<file path="config.mk">
export PLATFORM = sky130hd
export DESIGN_NAME = snn_step_scheduler_flat
export DESIGN_NICKNAME = d
export VERILOG_FILES = /design/src/rtl/snn_step_scheduler_if.sv /design/src/rtl/snn_step_scheduler.sv /design/src/flat_wrapper.sv
export SDC_FILE = /design/constraint.sdc
export NUM_CORES = 1
export LEC_CHECK = 0
export ABC_AREA = 1
export CELL_PAD_IN_SITES_DETAIL_PLACEMENT = 2
export CELL_PAD_IN_SITES_GLOBAL_PLACEMENT = 2
export CORE_UTILIZATION = 30
export DETAILED_ROUTE_END_ITERATION = 8
export MAX_ROUTING_LAYER = met4
export PLACE_DENSITY = 0.91
export SETUP_SLACK_MARGIN = 0.2
export SYNTH_ARGS = -nofsm -noshare
export SYNTH_HDL_FRONTEND = slang
export SYNTH_SLANG_ARGS = --single-unit
</file>
<file path="constraint.sdc">
create_clock -name aclk -period 2.9 [get_ports aclk]
set_input_delay 0.58 -clock aclk [delete_from_list [all_inputs] [get_ports aclk]]
set_output_delay 0.58 -clock aclk [all_outputs]
set_load 0.1 [all_outputs]
</file>
<file path="src/rtl/snn_step_scheduler_if.sv">
// Injection request channel between the host/stimulus logic and
// snn_step_scheduler. The host (master) offers one neuron index per cycle;
// the scheduler (slave) accepts it while its injection window is open.
//   inj_valid  : request valid
//   inj_ready  : request accepted (window open)
//   inj_neuron : neuron index to force
//   inj_last   : final injection for the current time step
interface snn_step_scheduler_if #(
  parameter int unsigned N = 8
);
  localparam int unsigned NW = (N > 1) ? $clog2(N) : 1;

  logic          inj_valid;
  logic          inj_ready;
  logic [NW-1:0] inj_neuron;
  logic          inj_last;

  modport master (
    output inj_valid,
    output inj_neuron,
    output inj_last,
    input  inj_ready
  );

  modport slave (
    input  inj_valid,
    input  inj_neuron,
    input  inj_last,
    output inj_ready
  );
endinterface

</file>
<file path="src/rtl/snn_step_scheduler.sv">
// Time-step sequencer for a single neuron_block.
// Each step: open an injection window (requests serialised onto the block's
// force port one per cycle), pulse time_step, wait for the neurons to settle,
// then capture spike_out into a T-deep history that feeds spike_in.
// Ports:
//   aclk, aresetn             : clock, synchronous active-low reset
//   run                       : level, keep stepping while high
//   clear                     : pulse, zero history and step_count (IDLE only)
//   inj                       : injection request channel (slave side)
//   force_spike_en/_select    : registered force pulse and neuron index
//   time_step                 : one-cycle step pulse to neuron_block
//   spike_out                 : spike vector from neuron_block
//   spike_in                  : history, [0] newest, [T-1] oldest
//   step_count                : completed steps (wraps)
//   step_done                 : one-cycle pulse per completed step
//   busy                      : high whenever not IDLE
module snn_step_scheduler #(
  parameter  int unsigned N         = 8,
  parameter  int unsigned T         = 4,
  parameter  int unsigned SETTLE    = 3,
  parameter  int unsigned INJ_MAX   = 16,
  parameter  int unsigned NUM_STEPS = 0,
  localparam int unsigned NW        = (N > 1) ? $clog2(N) : 1
) (
  input  logic                  aclk,
  input  logic                  aresetn,
  input  logic                  run,
  input  logic                  clear,
  snn_step_scheduler_if.slave   inj,
  output logic                  force_spike_en,
  output logic [NW-1:0]         force_spike_neuron_select,
  output logic                  time_step,
  input  logic [N-1:0]          spike_out,
  output logic [T-1:0][N-1:0]   spike_in,
  output logic [31:0]           step_count,
  output logic                  step_done,
  output logic                  busy
);

  typedef enum logic [2:0] {
    S_IDLE,
    S_INJECT,
    S_STEP,
    S_SETTLE,
    S_CAPTURE
  } state_e;

  state_e               state_q, state_d;
  logic [7:0]           cnt_q, cnt_d;
  logic                 force_en_q, force_en_d;
  logic [NW-1:0]        force_sel_q, force_sel_d;
  logic                 time_step_q, time_step_d;
  logic                 step_done_q, step_done_d;
  logic                 busy_q, busy_d;
  logic [T-1:0][N-1:0]  hist_q, hist_d;
  logic [31:0]          step_cnt_q, step_cnt_d;
  logic                 hold_q, hold_d;
  logic                 hs;

  assign inj.inj_ready = (state_q == S_INJECT);

  always_comb begin
    state_d     = state_q;
    cnt_d       = cnt_q + 8'd1;
    force_en_d  = 1'b0;
    force_sel_d = '0;
    hist_d      = hist_q;
    step_cnt_d  = step_cnt_q;
    // Set when the step limit stops a run; released only once run is seen low.
    hold_d      = hold_q & run;
    hs          = inj.inj_valid && (state_q == S_INJECT);

    unique case (state_q)
      S_IDLE: begin
        cnt_d = '0;
        if (clear) begin
          hist_d     = '0;
          step_cnt_d = '0;
        end else if (run && !hold_q) begin
          state_d = S_INJECT;
        end
      end
      S_INJECT: begin
        if (hs) begin
          force_en_d  = 1'b1;
          force_sel_d = inj.inj_neuron;
        end
        if ((hs && inj.inj_last) || (cnt_q == 8'(INJ_MAX - 1))) begin
          state_d = S_STEP;
          cnt_d   = '0;
        end
      end
      S_STEP: begin
        state_d = S_SETTLE;
        cnt_d   = '0;
      end
      S_SETTLE: begin
        if (cnt_q == 8'(SETTLE - 1)) begin
          state_d = S_CAPTURE;
          cnt_d   = '0;
        end
      end
      S_CAPTURE: begin
        cnt_d     = '0;
        hist_d[0] = spike_out;
        for (int unsigned k = 1; k < T; k++) begin
          hist_d[k] = hist_q[k-1];
        end
        step_cnt_d = step_cnt_q + 32'd1;
        if (!run) begin
          state_d = S_IDLE;
        end else if ((NUM_STEPS != 0) && (step_cnt_d == 32'(NUM_STEPS))) begin
          state_d = S_IDLE;
          hold_d  = 1'b1;
        end else begin
          state_d = S_INJECT;
        end
      end
      default: state_d = S_IDLE;
    endcase

    // time_step and step_done are registered decodes of the current state,
    // so they appear the cycle after STEP / CAPTURE respectively.
    time_step_d = (state_q == S_STEP);
    step_done_d = (state_q == S_CAPTURE);
    busy_d      = (state_d != S_IDLE);
  end

  always_ff @(posedge aclk) begin
    if (!aresetn) begin
      state_q     <= S_IDLE;
      cnt_q       <= '0;
      force_en_q  <= 1'b0;
      force_sel_q <= '0;
      time_step_q <= 1'b0;
      step_done_q <= 1'b0;
      busy_q      <= 1'b0;
      hist_q      <= '0;
      step_cnt_q  <= '0;
      hold_q      <= 1'b0;
    end else begin
      state_q     <= state_d;
      cnt_q       <= cnt_d;
      force_en_q  <= force_en_d;
      force_sel_q <= force_sel_d;
      time_step_q <= time_step_d;
      step_done_q <= step_done_d;
      busy_q      <= busy_d;
      hist_q      <= hist_d;
      step_cnt_q  <= step_cnt_d;
      hold_q      <= hold_d;
    end
  end

  assign force_spike_en            = force_en_q;
  assign force_spike_neuron_select = force_sel_q;
  assign time_step                 = time_step_q;
  assign step_done                 = step_done_q;
  assign busy                      = busy_q;
  assign spike_in                  = hist_q;
  assign step_count                = step_cnt_q;

endmodule

</file>
<file path="src/flat_wrapper.sv">
// flat-port wrapper written by rule: the top's interface ports become plain ports
module snn_step_scheduler_flat 
#(
  parameter  int unsigned N         = 8,
  parameter  int unsigned T         = 4,
  parameter  int unsigned SETTLE    = 3,
  parameter  int unsigned INJ_MAX   = 16,
  parameter  int unsigned NUM_STEPS = 0,
  localparam int unsigned NW        = (N > 1) ? $clog2(N) : 1
)
  (aclk, aresetn, run, clear, force_spike_en, force_spike_neuron_select, time_step, spike_out, spike_in, step_count, step_done, busy, inj_inj_valid, inj_inj_neuron, inj_inj_last, inj_inj_ready);
  snn_step_scheduler_if #(.N(N)) inj_i ();
  input  logic aclk;
  input  logic aresetn;
  input  logic run;
  input  logic clear;
  output logic force_spike_en;
  output logic [NW-1:0] force_spike_neuron_select;
  output logic time_step;
  input  logic [N-1:0] spike_out;
  output logic [T-1:0][N-1:0] spike_in;
  output logic [31:0] step_count;
  output logic step_done;
  output logic busy;
  input wire logic [$bits(inj_i.inj_valid)-1:0] inj_inj_valid;
  input wire logic [$bits(inj_i.inj_neuron)-1:0] inj_inj_neuron;
  input wire logic [$bits(inj_i.inj_last)-1:0] inj_inj_last;
  output wire logic [$bits(inj_i.inj_ready)-1:0] inj_inj_ready;
  assign inj_i.inj_valid = inj_inj_valid;
  assign inj_i.inj_neuron = inj_inj_neuron;
  assign inj_i.inj_last = inj_inj_last;
  assign inj_inj_ready = inj_i.inj_ready;
  snn_step_scheduler #(.N(N), .T(T), .SETTLE(SETTLE), .INJ_MAX(INJ_MAX), .NUM_STEPS(NUM_STEPS)) u_core (.aclk(aclk), .aresetn(aresetn), .run(run), .clear(clear), .inj(inj_i), .force_spike_en(force_spike_en), .force_spike_neuron_select(force_spike_neuron_select), .time_step(time_step), .spike_out(spike_out), .spike_in(spike_in), .step_count(step_count), .step_done(step_done), .busy(busy));
endmodule
</file>
==> results of run 1 <==
==> stage by stage <==
| stage | utilization, % | hold slack, ps |
|---|---|---|
| 5_1_grt | 40.88 | 478.0 |
| 2_1_floorplan | - | 413.4 |
| 3_5_place_dp | 38.18 | 441.3 |
| 4_1_cts | 40.88 | 453.8 |
| 3_3_place_gp | 38.18 | 425.8 |
| 6_report | 40.88 | 456.7 |
==> layout by cell type (no fill, tap or decap), types with 3 or more instances in the layout <==
cell type        count
inv_2                4
inv_1               56
nor3_1               6
dfxtp_1             83
nand2_1            133
nand3_1             37
clkdlybuf4s50_1     16
nand2_2              5
buf_4               76
inv_6                3
ha_1                 3
o211ai_1             3
nor2_4               7
o21ai_1              6
o32ai_1             10
clkbuf_16            9
a21oi_1             23
nor2_1              73
a32o_1               9
nand4_1             10
xnor2_1              3
o21ai_0             28
==> critical path, stage by stage, from the launching register on <==
cell and delay, ps:
dfxtp_1 450, inv_1 140, nor3_4 210, buf_4 340
==> registers in the layout, indices dropped and copies added, names as in the netlist <==
signal and cells:
u_core.busy 1, u_core.cnt_q 8, u_core.force_spike_en 1, u_core.force_spike_neuron_select 3, u_core.hold_q 1, u_core.spike_in 32, u_core.state_q 3, u_core.step_count 32
u_core.step_done 1, u_core.time_step 1
==> power groups by stage <==
| stage | Combinational, mW | Clock (mW) | Sequential (mW) |
|---|---|---|---|
| after floorplan | 0.0697 | 0 | 1.19 |
| after global placement | 0.134 | 0 | 1.17 |
| after detailed placement | 0.137 | 0 | 1.17 |
| after CTS | 0.140 | 1.33 | 1.15 |
| after global routing | 0.148 | 1.37 | 1.15 |
| final | 0.139 | 1.31 | 1.15 |
==> cell type report <==
| type | count | share of cell area [%] |
|---|---|---|
| tap | 168 | 4.194 |
| clock inverter | 6 | 1.822 |
| timing repair buffer | 92 | 14.58 |
| sequential | 83 | 33.15 |
| inverter | 62 | 4.693 |
| multi-input combinational | 369 | 36.79 |
| clock buffer | 10 | 4.768 |
==> layer usage <==
layer | track usage [%] | vias up
met5 | - | -
met3 | 3.848 | 40
met1 | 26.80 | 2016
met4 | 11.86 | 0
met2 | 43.90 | 100
li1 | - | 1905
==> kinds of logic (layout without fill, tap and decap cells) <==
| logic type | Yosys count | after routing | synth area share (%) |
|---|---|---|---|
| xor gates and xnor gates | 5 | 5 | 1.141 |
| DFF | 83 | 83 | 43.29 |
| adders and majority gates | 3 | 3 | 0.9779 |
| and+or+nand+nor | 278 | 278 | 32.30 |
| buffers and inverters | 78 | 170 | 8.670 |
| AOI/OAI and AO/OA | 83 | 83 | 13.62 |
==> worst min path at each step <==
stage               cells after the start                  endpoint  slack [ps]
floorplan                               2  u_core.hold_q$_SDFF_PN0_         410
global placement                        2  u_core.hold_q$_SDFF_PN0_         430
detailed placement                      2  u_core.hold_q$_SDFF_PN0_         440
CTS                                     2  u_core.hold_q$_SDFF_PN0_         450
global route                            2  u_core.hold_q$_SDFF_PN0_         480
finish                                  2  u_core.hold_q$_SDFF_PN0_         460
==> metrics.cfg, run 1 <==
[yosys]
synth-async-reset-ratio_pct=0
syn_area_um2=3839
synth_top_area_share_pct=43.29
synth-seq-cells=83
yosys.area.top_type=dfxtp_1
syn_nets=550
syn_inst=530
synth_area_leaders=dfxtp_1 43%, nand2_1 13%, nor2_1 7.1%
synth_edf_count=0
yosysMostFrequentCell=nand2_1
synth_cell_types=35
yosys_most_used_dff=dfxtp_1
synth_area_per_cell_um2=7.243
ys_top_cells_by_count=133 x nand2_1, 83 x dfxtp_1, 73 x nor2_1
synth-warning-count=0
seq_area_frac_synth_pct=43.29

[route]
met1_length_um=6166
vias_per_cell=5.141
ant_nets=0
drt-initial-drc-count=135
drcViolationCount=0
highest_layer=met4
vias=4061
drt-total-wl_um=15060
met2_length_um=7876
wl_met3_um=507
drtPass1Iterations=4
wl_per_cell_um=19.06

[worst_setup_path]
rrSetupSlack_ps=960
arrival_ps=1500
r2r_end=u_core.step_count[23]$_SDFFE_PN0P_
worstRegToRegCells=8
r2r-start=u_core.state_q[1]$_SDFF_PN0_
required_ps=2320
worstSetupStartpointType=register
path_max_fanout=5
critPathLaunch=u_core.state_q[0]$_SDFF_PN0_
setup.worst_path.end=inj_inj_ready
path_class=reg2out
endpoint_kind=output port

[global_route]
track_usage_pct=24.68
grt_overflow=0
grt_start_max_net_pins=35
grt_pass1_vias=4537
grt_pass1_wl_um=24010
grt_antenna_before_repair=0

[power]
p_comb_share_pct=5.4
pwr_density_cell_nw_per_um2=517.7
switching_share_pct=24.12
peakVddDrop_v=0.0002543
p_switching_mw=0.6260
intPower_mw=1.969
power_frac_clock_pct=50.4
finalPower_mw=2.595
p_leak_nw=1.949
p_seq_share_pct=44.3

[timing]
max_slew_margin_pct=55.92
layout_setup_ws_ps=822.2
slew_viol_final=0
hold_viol_final=0
worst_pin_slew_ps=660.3
rsz0062_at_grt=no
tns_ps=0
fin_crit_sh_pct=71.65
max_freq_mhz=481.3
setup_viol=0
fin_crit_ps=2078
clock_skew_ps=11.86

[clock_network]
cts_setup_buffers=0
cts_tree=done
numCtsBuffers=9
clk_latency_ps=350
cts.reportedPaths.clkPinSlew_ps=70
cts_num_sinks=83
ctsHoldBuffers=0
root_buffer=clkbuf_16
clockBufferDepth=2
cts.htree.levels=3
cts_resized=0

[floorplan]
die_h_um=115.1
num_rows=40
core_area_um2=12260
num_io_pins=89
initial_core_util_pct=31.31
die_w_um=115.1
die-area_um2=13250

[place]
placed_cells=774
routabilityCongestion=0.7796
dp_slack_ps=637.5
dpl_cell_area_um2=4682
hpwl_um=10390
io_buffer_count=88

[status]
outcome=finished clean

[min_path]
holdCritPathClass=reg2reg
worstHoldStart=u_core.hold_q$_SDFF_PN0_

[final_layout]
fillerInstances=1430
area.growth.synth_to_final_pct=30.57
multiInputGateArea_um2=1844
fin_nets=637
drive_gt1_share_pct=18.81
stdcell_count=790
antenna_cells=0
final_area_um2=5012
regArea_um2=1662

[job]
cap_violations=0

Power figures use the tool's default switching activity.
==> inputs of run 2 (changes only) <==
Settings changed: CORE_UTILIZATION 30 to 25, PLACE_DENSITY 0.91 to 0.81.
Clock period 2.9 ns to 1.7 ns, I/O delays scaled along.
==> run 2 against run 1 <==
Effect of this change: final cell count grew 7.6%; critical path depth up 5; clock skew fell by 3.5 ps; sequential power up 68%; worst setup slack got worse by 700 ps.
==> metrics.cfg, run 2 (synthesis results as in run 1) <==
[status]
outcome=finished clean

[timing]
slew_viol_final=0  ; unchanged
rsz0062_at_grt=yes
tns_ps=0  ; unchanged
layout_setup_ws_ps=125.5  ; -696.8 ps
max_freq_mhz=635.1
max_slew_margin_pct=71.06  ; +15 points
fin_crit_sh_pct=92.62
hold_viol_final=0  ; unchanged
worst_pin_slew_ps=432.6  ; -227.7 ps
fin_crit_ps=1575
clock_skew_ps=8.374  ; -3.483 ps
setup_viol=0  ; unchanged

[worst_setup_path]
critPathLaunch=u_core.step_count[2]$_SDFFE_PN0P_
path_max_fanout=6  ; +1
worstSetupStartpointType=register
path_class=reg2reg
arrival_ps=1860  ; +360 ps
r2r-start=u_core.step_count[2]$_SDFFE_PN0P_
slowest_delay_ps=400  ; -50 ps
required_ps=1980  ; -340 ps
crit_top_cell=nand2_1
crit_chain=nand2_1 -> nor2_2 -> nand2_1 -> nor2_2 -> nand2_1 -> nand2_1 -> nand3_1 -> a21oi_1
endpoint_kind=register
worstRegToRegCells=8  ; unchanged
crit_slowest_cell=dfxtp_4

[global_route]
grt_start_max_net_pins=28  ; -20%
grt_pass1_vias=4625  ; +1.9%
grt_antenna_before_repair=0  ; unchanged
grt_pass1_wl_um=24340  ; +1.4%
grt_overflow=0  ; unchanged
track_usage_pct=20.51  ; -4.2 points

[floorplan]
initial_core_util_pct=26.02  ; -5.3 points
die_h_um=125.9  ; +9.4%
core_area_um2=14750  ; +20%
die-area_um2=15850  ; +20%
num_io_pins=89  ; unchanged
num_rows=44  ; +10%
die_w_um=125.9  ; +9.4%

[clock_network]
clk_latency_ps=350  ; about the same
numCtsBuffers=9  ; unchanged
ctsHoldBuffers=0  ; unchanged
cts.reportedPaths.clkPinSlew_ps=70  ; about the same
cts_num_sinks=83  ; unchanged
cts_tree=done
cts.htree.levels=3  ; unchanged
clockBufferDepth=2  ; unchanged
root_buffer=clkbuf_16

[final_layout]
multiInputGateArea_um2=2021  ; +9.6%
drive_gt1_share_pct=35.14  ; +16 points
fin_nets=681  ; +6.9%
final_cell_mix=122 x nand2_1, 75 x buf_12, 55 x nor2_1, 54 x inv_1, 47 x dfxtp_1
antenna_cells=0  ; unchanged
fillerInstances=1614  ; +13%
final_common_cell=nand2_1
area.growth.synth_to_final_pct=71.28
regArea_um2=1769  ; +6.5%

[route]
drt-initial-drc-count=107  ; -21%
drt-total-wl_um=16520  ; +9.7%
met1_length_um=6480  ; +5.1%
wl_per_cell_um=19.43  ; +1.9%
vias=4227  ; +4.1%
met2_length_um=8906  ; +13%
vias_per_cell=4.973  ; -3.3%
wl_met3_um=659  ; +30%
ant_nets=0  ; unchanged
drtPass1Iterations=4  ; unchanged
drcViolationCount=0  ; unchanged
highest_layer=met4

[place]
dp_slack_ps=-66.75  ; -704.3 ps
routabilityCongestion=0.8264  ; +6.0%
hpwl_um=11180  ; +7.6%
io_buffer_count=88  ; unchanged

[min_path]
hold_path_depth=1  ; -1
worstHoldStart=u_core.cnt_q[0]$_SDFF_PN0_
holdCritPathClass=reg2reg

[power]
peakVddDrop_v=0.0004454  ; +75%
pwr_density_cell_nw_per_um2=650.5  ; +26%
p_leak_nw=2.447  ; +26%

[job]
cap_violations=0  ; unchanged

==> run 2: cell count changes in the layout (fill, tap and decap cells not counted), sizes merged <==
cell,delta
clkinvlp,+2
buf,+45
clkinv,-1
bufinv,-1
clkdlybuf4s50,-1
==> run 2: per-layer routing <==
metal / up-vias / global-route usage (%)
li1: 1998 / -
met1: 2094 / 21.93
met2: 99 / 37.31
met3: 36 / 3.398
met4: 0 / 8.646
met5: - / -
==> run 2: repair_timing <==
item                       4_1_cts  5_1_grt
buffers inserted                13       19
setup endpoints to repair       48       34
hold endpoints to repair         0        0
gates resized for setup         20       38
pin swaps                        9       22
==> run 2: cell type report <==
class | count | area share (%)
tap | 184 | 3.501
sequential | 83 | 26.91
multi-input combinational | 369 | 30.73
clock inverter | 6 | 1.085
inverter | 62 | 3.730
timing repair buffer | 136 | 30.56
clock buffer | 10 | 3.482
==> run 2: per-stage QoR <==
stage	power (mW)	instances	hold WS, ps	util [%]	area (um^2)
after floorplan	2.120	530	413.4	-	3969
after global placement	2.240	802	426.1	39.60	5843
after detailed placement	2.250	802	439.2	39.60	5843
after CTS	4.321	831	448.8	42.74	6306
after global routing	4.419	850	462.5	44.56	6575
final	4.277	850	443.2	44.56	6575
==> run 2: worst paths after layout <==
kind,to,slack [ps]
worst min register to register,u_core.cnt_q[0]$_SDFF_PN0_,440
worst min-delay path,u_core.cnt_q[0]$_SDFF_PN0_,440
worst max-delay path,u_core.step_count[25]$_SDFFE_PN0P_,130
worst max register to register,u_core.step_count[25]$_SDFFE_PN0P_,130
==> run 2: report_power, final <==
part	total [mW]	internal (mW)	switching, mW
sequential	1.93	1.91	0.0116
combinational	0.300	0.112	0.188
clock	2.05	1.16	0.896
total	4.28	3.18	1.10
==> run 2: worst max-delay path, delay by kind of cell (launching register included) <==
kind / cells / cell delay, ps
compound gates: 1 / 130
flops: 1 / 400
simple gates: 7 / 970
==> inputs of run 3 (changes only) <==
Settings changed: CORE_UTILIZATION 25 to 31, DONT_BUFFER_PORTS set to 1, PLACE_DENSITY 0.81 to 0.79.
==> run 3 against run 2 <==
Effect of this change: clock power down 5%; clock skew shrank 3.0 ps; flip-flop and latch count is the same; sequential share of layout area up 5.6 points; maximum frequency rose by 2.2%; cell area down 17%; utilization grew 0.47 points; global-route usage rose by 4.2 points; worst hold slack lost 350 ps; highest routed layer unchanged.
==> metrics.cfg, run 3 (synthesis results as in run 1) <==
[clock_network]
cts.htree.levels=3  ; unchanged
root_buffer=clkbuf_16
clk_latency_ps=350  ; about the same
clockBufferDepth=2  ; unchanged
cts_num_sinks=83  ; unchanged
cts.reportedPaths.clkPinSlew_ps=60  ; about the same
cts_tree=done
numCtsBuffers=9  ; unchanged

[global_route]
grt_pass1_vias=4475  ; -3.2%
grt_overflow=0  ; unchanged
grt_start_max_net_pins=48  ; +71%
grt_antenna_before_repair=0  ; unchanged
track_usage_pct=24.70  ; +4.2 points
grt_pass1_wl_um=23480  ; -3.5%

[route]
drtPass1Iterations=4  ; unchanged
ant_nets=0  ; unchanged
vias=4131  ; -2.3%
vias_per_cell=5.138  ; +3.3%
drt-initial-drc-count=152  ; +42%
drt-total-wl_um=16030  ; -3.0%
wl_per_cell_um=19.94  ; +2.6%
drcViolationCount=0  ; unchanged

[worst_setup_path]
path_max_fanout=5  ; -1
setup.worst_path.end=u_core.step_count[29]$_SDFFE_PN0P_
arrival_ps=1820  ; -40 ps
rrSetupSlack_ps=160  ; +30 ps
worstSetupStartpointType=register
path_class=reg2reg
worstRegToRegCells=8  ; unchanged
endpoint_kind=register
r2r_end=u_core.step_count[29]$_SDFFE_PN0P_
required_ps=1980  ; about the same
critPathLaunch=u_core.step_count[16]$_SDFFE_PN0P_
r2r-start=u_core.step_count[16]$_SDFFE_PN0P_

[timing]
setup_viol=0  ; unchanged
fin_crit_sh_pct=90.60  ; -2.0 points
slew_viol_final=0  ; unchanged
clock_skew_ps=5.421  ; -2.953 ps
worst_pin_slew_ps=516.2  ; +83.59 ps
holdWs_ps=95.45  ; -347.8 ps
fin_crit_ps=1540  ; -34.28 ps
max_freq_mhz=649.2  ; +2.2%
max_slew_margin_pct=65.46  ; -5.6 points
layout_setup_ws_ps=159.7  ; +34.28 ps
rsz0062_at_grt=yes
tns_ps=0  ; unchanged
hold_viol_final=0  ; unchanged

[power]
peakVddDrop_v=0.0004724  ; +6.1%
power_frac_clock_pct=47.5  ; -0.5 points
switching_share_pct=25.19  ; -0.41 points
p_leak_nw=2.159  ; -12%
p_seq_share_pct=46.9  ; +1.9 points
p_switching_mw=1.032  ; -5.7%
p_comb_share_pct=5.5  ; -1.5 points
intPower_mw=3.064  ; -3.7%
pwr_density_cell_nw_per_um2=754.2  ; +16%

[final_layout]
fin_nets=651  ; -4.4%
area.growth.synth_to_final_pct=41.49
final_core_util_pct=45.03  ; +0.47 points
drive_gt1_share_pct=34.59  ; -0.54 points
final_area_um2=5431  ; -17%
antenna_cells=0  ; unchanged
final_common_cell=nand2_1
final_cell_mix=123 x nand2_1, 99 x buf_4, 58 x nor2_1, 54 x inv_1, 47 x dfxtp_1

[place]
dp_slack_ps=64.27  ; +131.0 ps
io_buffer_count=0  ; -100%
dpl_cell_area_um2=4710  ; -19%
routabilityCongestion=0.8261  ; about the same
hpwl_um=10350  ; -7.4%

[floorplan]
core_area_um2=12060  ; -18%
initial_core_util_pct=31.83  ; +5.8 points
die_h_um=113.3  ; -10%
die_w_um=113.3  ; -10%
die-area_um2=12830  ; -19%
num_rows=40  ; -9.1%
num_io_pins=89  ; unchanged

[min_path]
holdCritPathClass=in2reg

[job]
cap_violations=0  ; unchanged

[status]
outcome=finished clean

run 3: area by class of cell:
| type | count | area [um^2] |
|---|---|---|
| Timing Repair Buffer | 106 | 857.1 |
| Clock buffer | 11 | 254.0 |
| Inverter | 62 | 250.2 |
| Clock inverter | 5 | 36.28 |
| Fill cell | 1370 | 6630 |
| Tap cell | 168 | 210.2 |
| Sequential cell | 83 | 1767 |
| Multi-Input combinational cell | 369 | 2057 |
run 3: what timing repair did:
action                     CTS  global route
resized for setup           19            47
setup endpoints to repair   25            30
pin swaps                    6            21
hold buffers                 0             0
buffers inserted             5            19
hold endpoints to repair     0             0
run 3: worst max-delay path: stages, from the launching register on:
cell	delay [ps]
dfxtp_4	390
nand2_1	150
nor2_2	200
nand2_1	110
nor2_1	160
nand2_1	80
nand2_1	100
nand3_1	120
a21oi_1	150
run 3: stage by stage:
| step | cells | total power, mW |
|---|---|---|
| after detailed placement | 764 | 2.165 |
| after CTS | 785 | 4.113 |
| after global placement | 764 | 2.156 |
| after floorplan | 530 | 2.120 |
| after global routing | 804 | 4.217 |
| final | 804 | 4.097 |
run 3: per-layer routing:
metal,up-vias,share of wire [%],track usage [%]
met5,-,0,-
met2,101,54,43.44
met4,0,2.2,9.912
met3,26,5.0,6.588
met1,2073,39,26.31
li1,1931,-,-
run 3: power by group through the flow:
stage	Sequential (mW)	Clock [mW]	Combinational [mW]
global route	1.92	2.06	0.239
global placement	1.97	0	0.188
CTS	1.92	1.98	0.211
floorplan	2.00	0	0.120
finish	1.92	1.95	0.226
detailed placement	1.97	0	0.197
run 3: how the worst min path moves through the flow:
stage,to,depth (start not counted),startpoint
4_1_cts,u_core.force_spike_neuron_select[2]$_SDFF_PN0_,2,inj_inj_neuron[2]
2_1_floorplan,u_core.hold_q$_SDFF_PN0_,2,u_core.hold_q$_SDFF_PN0_
6_report,u_core.hold_q$_SDFF_PN0_,2,run
5_1_grt,u_core.step_count[28]$_SDFFE_PN0P_,2,aresetn
3_3_place_gp,u_core.hold_q$_SDFF_PN0_,2,u_core.hold_q$_SDFF_PN0_
3_5_place_dp,u_core.hold_q$_SDFF_PN0_,2,u_core.hold_q$_SDFF_PN0_
